[src/rtl/baccarat_pkg.sv]
// Shared types and constants for the baccarat round controller.
// Scores are compared after zero-extension to 32 bits, so the thresholds are 32-bit unsigned.
package baccarat_pkg;

   typedef enum logic [3:0] {
      S_IDLE    = 4'd0,
      S_DEAL_P1 = 4'd1,
      S_DEAL_D1 = 4'd2,
      S_DEAL_P2 = 4'd3,
      S_DEAL_D2 = 4'd4,
      S_EVAL    = 4'd5,
      S_DEAL_P3 = 4'd6,
      S_CHK_D   = 4'd7,
      S_DEAL_D3 = 4'd8,
      S_SETTLE  = 4'd9,
      S_RESULT  = 4'd10
   } state_t;

   localparam logic        RULE_FULL   = 1'b0;
   localparam logic        RULE_SIMPLE = 1'b1;
   localparam logic [31:0] NATURAL_MIN = 32'd8;
   localparam logic [31:0] DRAW_MAX    = 32'd5;
   localparam logic [31:0] SCORE_MAX   = 32'd9;
   localparam logic [31:0] FACE_MIN    = 32'd10;

   // Card load strobes for a state: [5:3] banker cards 3..1, [2:0] player cards 3..1.
   function automatic logic [5:0] strobe_decode(input state_t s);
      logic [5:0] v;
      case (s)
         S_DEAL_P1: v = 6'b000_001;
         S_DEAL_P2: v = 6'b000_010;
         S_DEAL_P3: v = 6'b000_100;
         S_DEAL_D1: v = 6'b001_000;
         S_DEAL_D2: v = 6'b010_000;
         S_DEAL_D3: v = 6'b100_000;
         default:   v = 6'b000_000;
      endcase
      return v;
   endfunction

   function automatic logic is_busy(input state_t s);
      return (s != S_IDLE) && (s != S_RESULT);
   endfunction

endpackage

[src/rtl/banker_draw_rule.sv]
// Combinational banker third-card decision after the player has drawn.
// v is the player's third-card value (face cards already mapped to 0).
module banker_draw_rule
   import baccarat_pkg::*;
#(
   parameter int SCORE_W = 4,
   parameter int CARD_W  = 4
) (
   input  logic [SCORE_W-1:0] dscore,
   input  logic [CARD_W-1:0]  v,
   input  logic               rule_mode,
   output logic               draw
);

   logic [31:0] w_d;
   logic [31:0] w_v;

   assign w_d = 32'(dscore);
   assign w_v = 32'(v);

   // Punto-banco tableau, or the simplified "draw on 0..5" rule.
   always_comb begin
      draw = 1'b0;
      if (w_d > SCORE_MAX) begin
         draw = 1'b0;
      end else if (rule_mode == RULE_SIMPLE) begin
         draw = (w_d <= DRAW_MAX);
      end else begin
         case (w_d)
            32'd0, 32'd1, 32'd2: draw = 1'b1;
            32'd3:   draw = (w_v != 32'd8);
            32'd4:   draw = (w_v >= 32'd2) && (w_v <= 32'd7);
            32'd5:   draw = (w_v >= 32'd4) && (w_v <= 32'd7);
            32'd6:   draw = (w_v >= 32'd6) && (w_v <= 32'd7);
            default: draw = 1'b0;
         endcase
      end
   end

endmodule

[src/rtl/baccarat_round_ctrl.sv]
// Sequences one baccarat round: deals, third-card decisions, settlement and result lights.
// All outputs are registered from the next state so they line up with the state they describe.
module baccarat_round_ctrl
   import baccarat_pkg::*;
#(
   parameter int SCORE_W = 4,
   parameter int CARD_W  = 4,
   parameter int ROUND_W = 8
) (
   input  logic               slow_clock,
   input  logic               resetb,
   input  logic               start,
   input  logic               rule_mode,
   input  logic [SCORE_W-1:0] pscore,
   input  logic [SCORE_W-1:0] dscore,
   input  logic [CARD_W-1:0]  pcard3,
   output logic [2:0]         load_pcard,
   output logic [2:0]         load_dcard,
   output logic               player_win_light,
   output logic               dealer_win_light,
   output logic               busy,
   output logic               round_done,
   output logic [ROUND_W-1:0] round_count
);

   state_t             r_state;
   state_t             w_next;
   logic [2:0]         r_load_pcard;
   logic [2:0]         r_load_dcard;
   logic               r_player_light;
   logic               r_dealer_light;
   logic               r_busy;
   logic               r_round_done;
   logic [ROUND_W-1:0] r_round_count;

   logic [31:0]        w_p;
   logic [31:0]        w_d;
   logic               w_p_valid;
   logic               w_d_valid;
   logic               w_natural;
   logic [CARD_W-1:0]  w_v;
   logic               w_banker_draw;

   assign w_p       = 32'(pscore);
   assign w_d       = 32'(dscore);
   assign w_p_valid = (w_p <= SCORE_MAX);
   assign w_d_valid = (w_d <= SCORE_MAX);
   assign w_natural = (w_p_valid && (w_p >= NATURAL_MIN)) || (w_d_valid && (w_d >= NATURAL_MIN));
   assign w_v       = (32'(pcard3) >= FACE_MIN) ? {CARD_W{1'b0}} : pcard3;

   banker_draw_rule #(
      .SCORE_W (SCORE_W),
      .CARD_W  (CARD_W)
   ) u_banker_draw_rule (
      .dscore    (dscore),
      .v         (w_v),
      .rule_mode (rule_mode),
      .draw      (w_banker_draw)
   );

   // State register.
   always_ff @(posedge slow_clock) begin
      if (resetb) begin
         r_state <= S_IDLE;
      end else begin
         r_state <= w_next;
      end
   end

   // Next-state logic.
   always_comb begin
      w_next = r_state;
      case (r_state)
         S_IDLE, S_RESULT: begin
            if (start) begin
               w_next = S_DEAL_P1;
            end else begin
               w_next = r_state;
            end
         end
         S_DEAL_P1: w_next = S_DEAL_D1;
         S_DEAL_D1: w_next = S_DEAL_P2;
         S_DEAL_P2: w_next = S_DEAL_D2;
         S_DEAL_D2: w_next = S_EVAL;
         S_EVAL: begin
            if (w_natural) begin
               w_next = S_SETTLE;
            end else if (w_p_valid && (w_p <= DRAW_MAX)) begin
               w_next = S_DEAL_P3;
            end else if (w_d_valid && (w_d <= DRAW_MAX)) begin
               w_next = S_DEAL_D3;
            end else begin
               w_next = S_SETTLE;
            end
         end
         S_DEAL_P3: w_next = S_CHK_D;
         S_CHK_D: begin
            if (w_banker_draw) begin
               w_next = S_DEAL_D3;
            end else begin
               w_next = S_SETTLE;
            end
         end
         S_DEAL_D3: w_next = S_SETTLE;
         S_SETTLE:  w_next = S_RESULT;
         default:   w_next = S_IDLE;
      endcase
   end

   // Output registers; lights latch at settlement and drop when RESULT is left.
   always_ff @(posedge slow_clock) begin
      if (resetb) begin
         r_load_pcard   <= 3'b000;
         r_load_dcard   <= 3'b000;
         r_busy         <= 1'b0;
         r_round_done   <= 1'b0;
         r_player_light <= 1'b0;
         r_dealer_light <= 1'b0;
         r_round_count  <= {ROUND_W{1'b0}};
      end else begin
         {r_load_dcard, r_load_pcard} <= strobe_decode(w_next);
         r_busy       <= is_busy(w_next);
         r_round_done <= (r_state == S_SETTLE);
         if (r_state == S_SETTLE) begin
            r_player_light <= (pscore >= dscore);
            r_dealer_light <= (dscore >= pscore);
            r_round_count  <= r_round_count + ROUND_W'(1'b1);
         end else if (w_next != S_RESULT) begin
            r_player_light <= 1'b0;
            r_dealer_light <= 1'b0;
         end else begin
            r_player_light <= r_player_light;
            r_dealer_light <= r_dealer_light;
         end
      end
   end

   assign load_pcard       = r_load_pcard;
   assign load_dcard       = r_load_dcard;
   assign player_win_light = r_player_light;
   assign dealer_win_light = r_dealer_light;
   assign busy             = r_busy;
   assign round_done       = r_round_done;
   assign round_count      = r_round_count;

endmodule

[config.mk]
export PLATFORM = sky130hd
export DESIGN_NAME = baccarat_round_ctrl
export DESIGN_NICKNAME = d
export VERILOG_FILES = /design/src/rtl/baccarat_pkg.sv /design/src/rtl/banker_draw_rule.sv /design/src/rtl/baccarat_round_ctrl.sv
export SDC_FILE = /design/constraint.sdc
export NUM_CORES = 1
export LEC_CHECK = 0
export ABC_AREA = 1
export CAP_MARGIN = 40
export CORE_MARGIN = 4
export CORE_UTILIZATION = 42
export DETAILED_ROUTE_END_ITERATION = 10
export GPL_ROUTABILITY_DRIVEN = 0
export PLACE_DENSITY = 0.75
export SLEW_MARGIN = 30
export SYNTH_ARGS = -nofsm -noshare
export SYNTH_HDL_FRONTEND = slang
export SYNTH_SLANG_ARGS = --single-unit
[constraint.sdc]
create_clock -name slow_clock -period 1.2 [get_ports slow_clock]
set_input_delay 0.18 -clock slow_clock [delete_from_list [all_inputs] [get_ports slow_clock]]
set_output_delay 0.18 -clock slow_clock [all_outputs]
set_load 0.02 [all_outputs]
==> results of run 1 <==
per-stage QoR:
step	TNS (ns)	cells	power, mW
5_1_grt	-1.27	256	2.63
6_report	-0.647	256	2.49
3_5_place_dp	-3.81	249	1.83
4_1_cts	-0.360	256	2.35
3_3_place_gp	-3.52	249	1.79
2_1_floorplan	-0.0520	168	1.44
registers in the layout (all words and copies together), names as in the netlist:
name              count
round_count           8
r_state               4
load_dcard            3
load_pcard            3
busy                  1
dealer_win_light      1
player_win_light      1
round_done            1
cell usage after synthesis (2+ instances only):
cell	instances	area share [%]
nor3_1	3	1.3
nor3_2	4	3.4
nand3_1	8	3.4
inv_1	24	7.6
nand2_1	32	10
inv_2	6	1.9
nand2_2	4	2.1
dfxtp_1	22	37
nor2_2	2	1.1
nand3_2	2	1.7
a21oi_1	10	4.2
o21ai_1	2	0.84
ha_1	5	5.3
nand4_1	2	1.1
nor2_1	25	7.9
o21ai_0	3	1.3
nor3b_1	2	1.3
layer usage:
metal	part of all wire, %	up-vias	GRT usage [%]
met5	0	-	0
met4	3.3	0	7.43
met3	4.1	13	4.40
met2	53	39	29.9
met1	39	596	20.8
li1	-	648	-
cell type report:
type	instances	area [sq um]	share of cell area, %
Timing Repair Buffer	54	467	24.8
Tap cell	31	38.8	2.06
Multi-Input combinational cell	114	754	40.1
Sequential cell	22	457	24.3
Clock buffer	4	36.3	1.93
Inverter	31	129	6.85
worst max path at each step:
stage | startpoint | to | slack (ns) | depth (start not counted)
3_5_place_dp | pscore[1] | dealer_win_light$_SDFFE_PP0P_ | -0.54 | 8
2_1_floorplan | round_count[0]$_SDFFE_PP0P_ | round_count[7]$_SDFFE_PP0P_ | -0.03 | 6
3_3_place_gp | pscore[1] | dealer_win_light$_SDFFE_PP0P_ | -0.49 | 8
5_1_grt | r_state[2]$_SDFF_PP0_ | busy$_SDFF_PP0_ | -0.19 | 10
6_report | r_state[2]$_SDFF_PP0_ | busy$_SDFF_PP0_ | -0.14 | 10
4_1_cts | r_state[2]$_SDFF_PP0_ | round_count[6]$_SDFFE_PP0P_ | -0.12 | 8
power groups by stage:
stage	Clock (mW)	Combinational (mW)	Sequential [mW]
after floorplan	0	0.475	0.968
after global placement	0	0.877	0.914
after detailed placement	0	0.910	0.920
after CTS	0.414	1.02	0.913
after global routing	0.445	1.25	0.937
final	0.407	1.16	0.923
cells by family (layout without fill, tap and decap cells):
| family | Yosys count | after routing |
|---|---|---|
| AOI/OAI and AO/OA | 20 | 20 |
| adders and majority gates | 5 | 5 |
| buffers and inverters | 32 | 89 |
| DFF | 22 | 22 |
| and+or+nand+nor | 89 | 89 |
what timing repair did:
action	4_1_cts	5_1_grt
pin swaps	8	8
buffers inserted	3	2
setup endpoints to repair	28	26
hold buffers	0	0
resized for setup	52	33
worst max-delay path, cell delays in order, from the launching register on:
cell	delay, ns
dfxtp_4	0.41
inv_4	0.05
nand2_4	0.09
inv_2	0.04
nand2_2	0.08
o21ai_1	0.07
o21a_2	0.14
nor2_4	0.15
nand4_1	0.12
nand2_1	0.07
nor2_1	0.04
==> qor.yml, run 1 <==
die:
  ios: 34
  coreArea_sq_mm: 0.00273
  die_area_sq_mm: 0.00374
  rows: 19
  die_w_microns: 61.2
  die-height_microns: 61.2
  start_util_pct: 43.4
setup_path:
  crit_path_end_kind: "register"
  reg2reg_setup_slack_ns: -0.14
  rr_startpoint: "r_state[2]$_SDFF_PP0_"
  worstPathRequired_ns: 1.42
  cp_max_fo: 3
  timing.rr.end: "busy$_SDFF_PP0_"
  cp_data_arrival_time_ns: 1.56
  reg2reg_depth: 10
  critPathKind: "register to register"
  critPathLaunchType: "register"
worst_hold_path:
  min_from: "dscore[0]"
  min_to: "dealer_win_light$_SDFFE_PP0P_"
  hp-class: "primary input to register"
  holdPathStages: 6
cells_and_area:
  final_common_cell: "nand2_1"
  fill_cells: 235
  num_antenna_cells: 0
  fin_util_pct: 68.8
  final_area_sq_mm: 0.00188
  final_nets: 247
  drive_gt1_share_pct: 38.2
  most-common-layout-cells: "nand2_1 (27), inv_1 (20), nor2_1 (19), buf_4 (18), dfxtp_1 (15)"
  syn2layout_area_growth_pct: 58.5
global_route:
  grt_usage_pct: 17.5
  grt_pass1_vias: 1203
  grt_max_degree: 14
  grt_pass1_wl_microns: 4950
  antenna_found_initial: 0
  overflow: 0
power:
  pwr-share-clk_pct: 16.4
  intPower_mw: 1.55
  ir_drop_v: 0.00115
  combPwrFrac_pct: 46.5
  p_seq_share_pct: 37.1
  switchingPower_mw: 0.932
  p_leak_nw: 0.916
  powerDensity_mw_per_mm2: 1320
  swShare_pct: 37.5
yosys:
  ys_seq_elements: 22
  synth_nets: 189
  synthMuxAreaShare_pct: 0
  ys_warn_count: 0
  synth_cells: 168
  yosysSeqAreaShare_pct: 37.1
  synth_edf_count: 0
  synth-main-ff-cell: "dfxtp_1"
  synth_fa_ha_area_share_pct: 5.27
  async_flop_share_pct: 0
  synth_top_family_by_area: "simple AND/OR/NAND/NOR gates"
  synth_compound_area_share_pct: 9.80
  avgSynthCellArea_sq_um: 7.07
  yosysUniqueCellTypes: 29
  netlist_area_sq_mm: 0.00119
  yosys.area_share.simple_pct: 37.7
  synthXorXnorAreaFrac_pct: 0
sta:
  final_max_slew_viol_count: 0
  setup_viol: 8
  period_share_pct: 112
  hold_ws_ns: 0.538
  fmax_mhz: 747
  tightest_slew_ns: 0.265
  fin_crit_ns: 1.34
  fin_worst_skew_ns: 0.00792
  hold_viol_final: 0
  rsz0062_at_grt: "yes"
  relSlewSlack_pct: 82.3
  setup_ws_ns: -0.139
placement:
  port-buffer-count: 33
  place_ws_ns: -0.543
  post-dp-hpwl_microns: 2350
  post_dp_cell_area_sq_mm: 0.00171
detailed_routing:
  initialDrtViolationCount: 49
  route.detailed.drc: 0
  dr.pass1.iters: 4
  wl_microns: 3300
  vias: 1296
  final_antenna_net_count: 0
  wl_per_cell_microns: 12.9
  viasPerCell: 5.06
outcome:
  status: "complete, but fails checks"
  violations: "negative setup slack"
cts:
  clock_latency_ns: 0.31
  root_buffer: "clkbuf_4"
  numClockSinks: 22
  clk_pin_slew_ns: 0.12
  clk_path_buf_depth: 2
  htreeDepth: 1
  cts_tree: "done"
  numCtsBuffers: 3
job:
  drv_cap: 0
No activity file was read; power rests on OpenSTA's default activity.
==> run 2, diff against run 1 <==
==> constraint.sdc (replaced) <==
create_clock -name slow_clock -period 1.2 [get_ports slow_clock]
set_input_delay 0.36 -clock slow_clock [delete_from_list [all_inputs] [get_ports slow_clock]]
set_output_delay 0.36 -clock slow_clock [all_outputs]
set_load 0.02 [all_outputs]
==> run 2 against run 1 <==
Compared with the run above:
- the flow still finishes with violations (negative setup slack)
- clock power decreased by 19%
- wire length increased by 29%
- non-clock buffer count increased by 25
- total power increased by 13%
- cell count increased by 9.4%
- first-iteration DRC count increased by 35%
- global-route usage increased by 3.7 points
- sequential power increased by 4.9%
- flip-flop and latch count unchanged
- combinational power increased by 30%
- fmax decreased by 7.1%
==> qor.yml, run 2 (synthesized netlist as in run 1, its figures left out) <==
outcome:
  status: "complete, but fails checks"  # unchanged
  violations: "negative setup slack"  # unchanged
cts:
  numCtsBuffers: 3  # unchanged
  clock_latency_ns: 0.31  # about the same
  postCtsHoldBufs: 0  # unchanged
  htreeDepth: 1  # unchanged
  root_buffer: "clkbuf_4"  # unchanged
  clk_path_buf_depth: 2  # unchanged
  cts_tree: "done"  # unchanged
  numClockSinks: 22  # unchanged
  clk_pin_slew_ns: 0.11  # was 0.12 ns
cells_and_area:
  num_antenna_cells: 0  # unchanged
  final_nets: 272  # was 247
  most-common-layout-cells: "buf_4 (47), nand2_1 (21), inv_1 (17), nor2_1 (16), dfxtp_1 (10)"  # was nand2_1 (27), inv_1 (20), nor2_1 (19), buf_4 (18), dfxtp_1 (15)
  final_common_cell: "buf_4"  # was nand2_1
  drive_gt1_share_pct: 59.4  # was 38.2%
  syn2layout_area_growth_pct: 82.5  # was 58.5%
  final_cells: 280  # was 256
  final_area_sq_mm: 0.00217  # was 0.00188 sq mm
  largest_reg_flops: 8  # unchanged
placement:
  post_dp_cell_area_sq_mm: 0.00182  # was 0.00171 sq mm
  port-buffer-count: 33  # unchanged
  post-dp-hpwl_microns: 2570  # was 2350 microns
  dp.cells: 260  # was 249
  place_ws_ns: -0.659  # was -0.543 ns
die:
  die_area_sq_mm: 0.00374  # unchanged
  start_util_pct: 43.4  # unchanged
  coreArea_sq_mm: 0.00273  # unchanged
  die_w_microns: 61.2  # unchanged
  rows: 19  # unchanged
  ios: 34  # unchanged
  die-height_microns: 61.2  # unchanged
power:
  switchingPower_mw: 1.13  # was 0.932 mW
  swShare_pct: 40.3  # was 37.5%
  combPwrFrac_pct: 53.8  # was 46.5%
  p_seq_share_pct: 34.5  # was 37.1%
  p_leak_nw: 1.07  # was 0.916 nW
  pwr-share-clk_pct: 11.7  # was 16.4%
  powerDensity_mw_per_mm2: 1290  # was 1320 mW/mm^2
  totalPowerFinal_mw: 2.80  # was 2.49 mW
  intPower_mw: 1.68  # was 1.55 mW
  ir_drop_v: 0.00133  # was 0.00115 V
job:
  drv_cap: 0  # unchanged
detailed_routing:
  route.detailed.drc: 0  # unchanged
  wl_per_cell_microns: 15.1  # was 12.9 microns
  vias: 1464  # was 1296
  initialDrtViolationCount: 66  # was 49
  wl_microns: 4240  # was 3300 microns
  final_antenna_net_count: 0  # unchanged
  dr.pass1.iters: 4  # unchanged
  viasPerCell: 5.23  # was 5.06
global_route:
  overflow: 0  # unchanged
  grt_pass1_vias: 1412  # was 1203
  grt_pass1_wl_microns: 5870  # was 4950 microns
  grt_usage_pct: 21.3  # was 17.5%
  grt_max_degree: 12  # was 14
  antenna_found_initial: 0  # unchanged
sta:
  final_max_slew_viol_count: 0  # unchanged
  tightest_slew_ns: 0.210  # was 0.265 ns
  fin_crit_ns: 1.44  # was 1.34 ns
  relSlewSlack_pct: 86.0  # was 82.3%
  tns_ns: -1.92  # was -0.647 ns
  period_share_pct: 120  # was 112%
  hold_viol_final: 0  # unchanged
  setup_viol: 19  # was 8
  fmax_mhz: 694  # was 747 MHz
  rsz0062_at_grt: "yes"  # unchanged
  fin_worst_skew_ns: 0.00843  # was 0.00792 ns
  setup_ws_ns: -0.241  # was -0.139 ns
setup_path:
  cp_max_fo: 6  # was 3
  critPathLaunchType: "register"  # unchanged
  cp_data_arrival_time_ns: 1.68  # was 1.56 ns
  worstPathRequired_ns: 1.44  # was 1.42 ns
  critPathKind: "register to register"  # unchanged
  crit_path_end_kind: "register"  # unchanged
worst_hold_path:
  hp-class: "register to register"  # was primary input to register
## run 2: cell types whose count changed in the layout (fill, tap and decap cells not counted), moves of 3 or more
cell / delta
dfxtp_1: -5
clkbuf_2: -4
dlygate4sd2_1: -7
inv_1: -3
nand2_1: -6
clkdlybuf4s15_1: -6
nor2_1: -3
buf_2: +8
clkdlybuf4s50_1: -3
buf_4: +29
dfxtp_2: +4
nand2_2: +3
buf_6: +6
inv_2: +3
## run 2: layout make-up
cell class	instances	area, sq um
Clock buffer	3	22.5
Fill cell	162	567
Inverter	31	133
Multi-Input combinational cell	114	865
Sequential cell	22	465
Tap cell	31	38.8
Timing Repair Buffer	79	643
## run 2: timing repair
| action | CTS | global route |
|---|---|---|
| setup buffers | 9 | 8 |
| setup endpoints to repair | 32 | 28 |
| pin swaps | 9 | 11 |
| gates resized for setup | 129 | 47 |
## run 2: critical path: stages (launching register included)
cell     delay [ns]
dfxtp_4        0.46
nand2_8        0.09
buf_6          0.13
nor3_4         0.16
inv_2          0.07
nand2_2        0.10
inv_2          0.05
buf_4          0.12
buf_4          0.12
nor2_1         0.08
## run 2: power by group through the flow
stage,sequential [mW],clock (mW),combinational [mW]
2_1_floorplan,0.968,0,0.483
3_3_place_gp,0.919,0,0.941
3_5_place_dp,0.922,0,0.974
4_1_cts,0.919,0.335,1.14
5_1_grt,0.980,0.362,1.63
6_report,0.968,0.329,1.51
## run 2: layer usage
metal	part of all wire (%)	global-route usage, %
met4	3.0	8.67
met3	5.7	6.50
met1	37	21.7
met5	0	0
met2	54	39.7
## run 2: through the flow
step	hold WS [ns]	utilization, %
2_1_floorplan	0.436	-
3_3_place_gp	0.480	66.5
3_5_place_dp	0.486	66.5
4_1_cts	0.515	71.6
5_1_grt	0.526	79.3
6_report	0.499	79.3
## run 2: path summary, 6_finish.rpt
path | start | slack (ns) | endpoint | depth (start not counted)
worst max-delay path | r_state[0]$_SDFF_PP0_ | -0.24 | r_state[1]$_SDFF_PP0_ | 9
worst min-delay path | player_win_light$_SDFFE_PP0P_ | 0.50 | player_win_light$_SDFFE_PP0P_ | 2
worst max register to register | r_state[0]$_SDFF_PP0_ | -0.24 | r_state[1]$_SDFF_PP0_ | 9
worst min register to register | player_win_light$_SDFFE_PP0P_ | 0.50 | player_win_light$_SDFFE_PP0P_ | 2
==> run 3, diff against run 2 <==
--- a/config.mk
+++ b/config.mk
@@ -6,6 +6,7 @@
 export NUM_CORES = 1
 export LEC_CHECK = 0
 export ABC_AREA = 1
+export ABC_CLOCK_PERIOD_IN_PS = 1200
 export CAP_MARGIN = 40
 export CORE_MARGIN = 4
 export CORE_UTILIZATION = 42
==> results of run 3 <==
No change in the layout: final DEF, timing and power equal those of run 2.
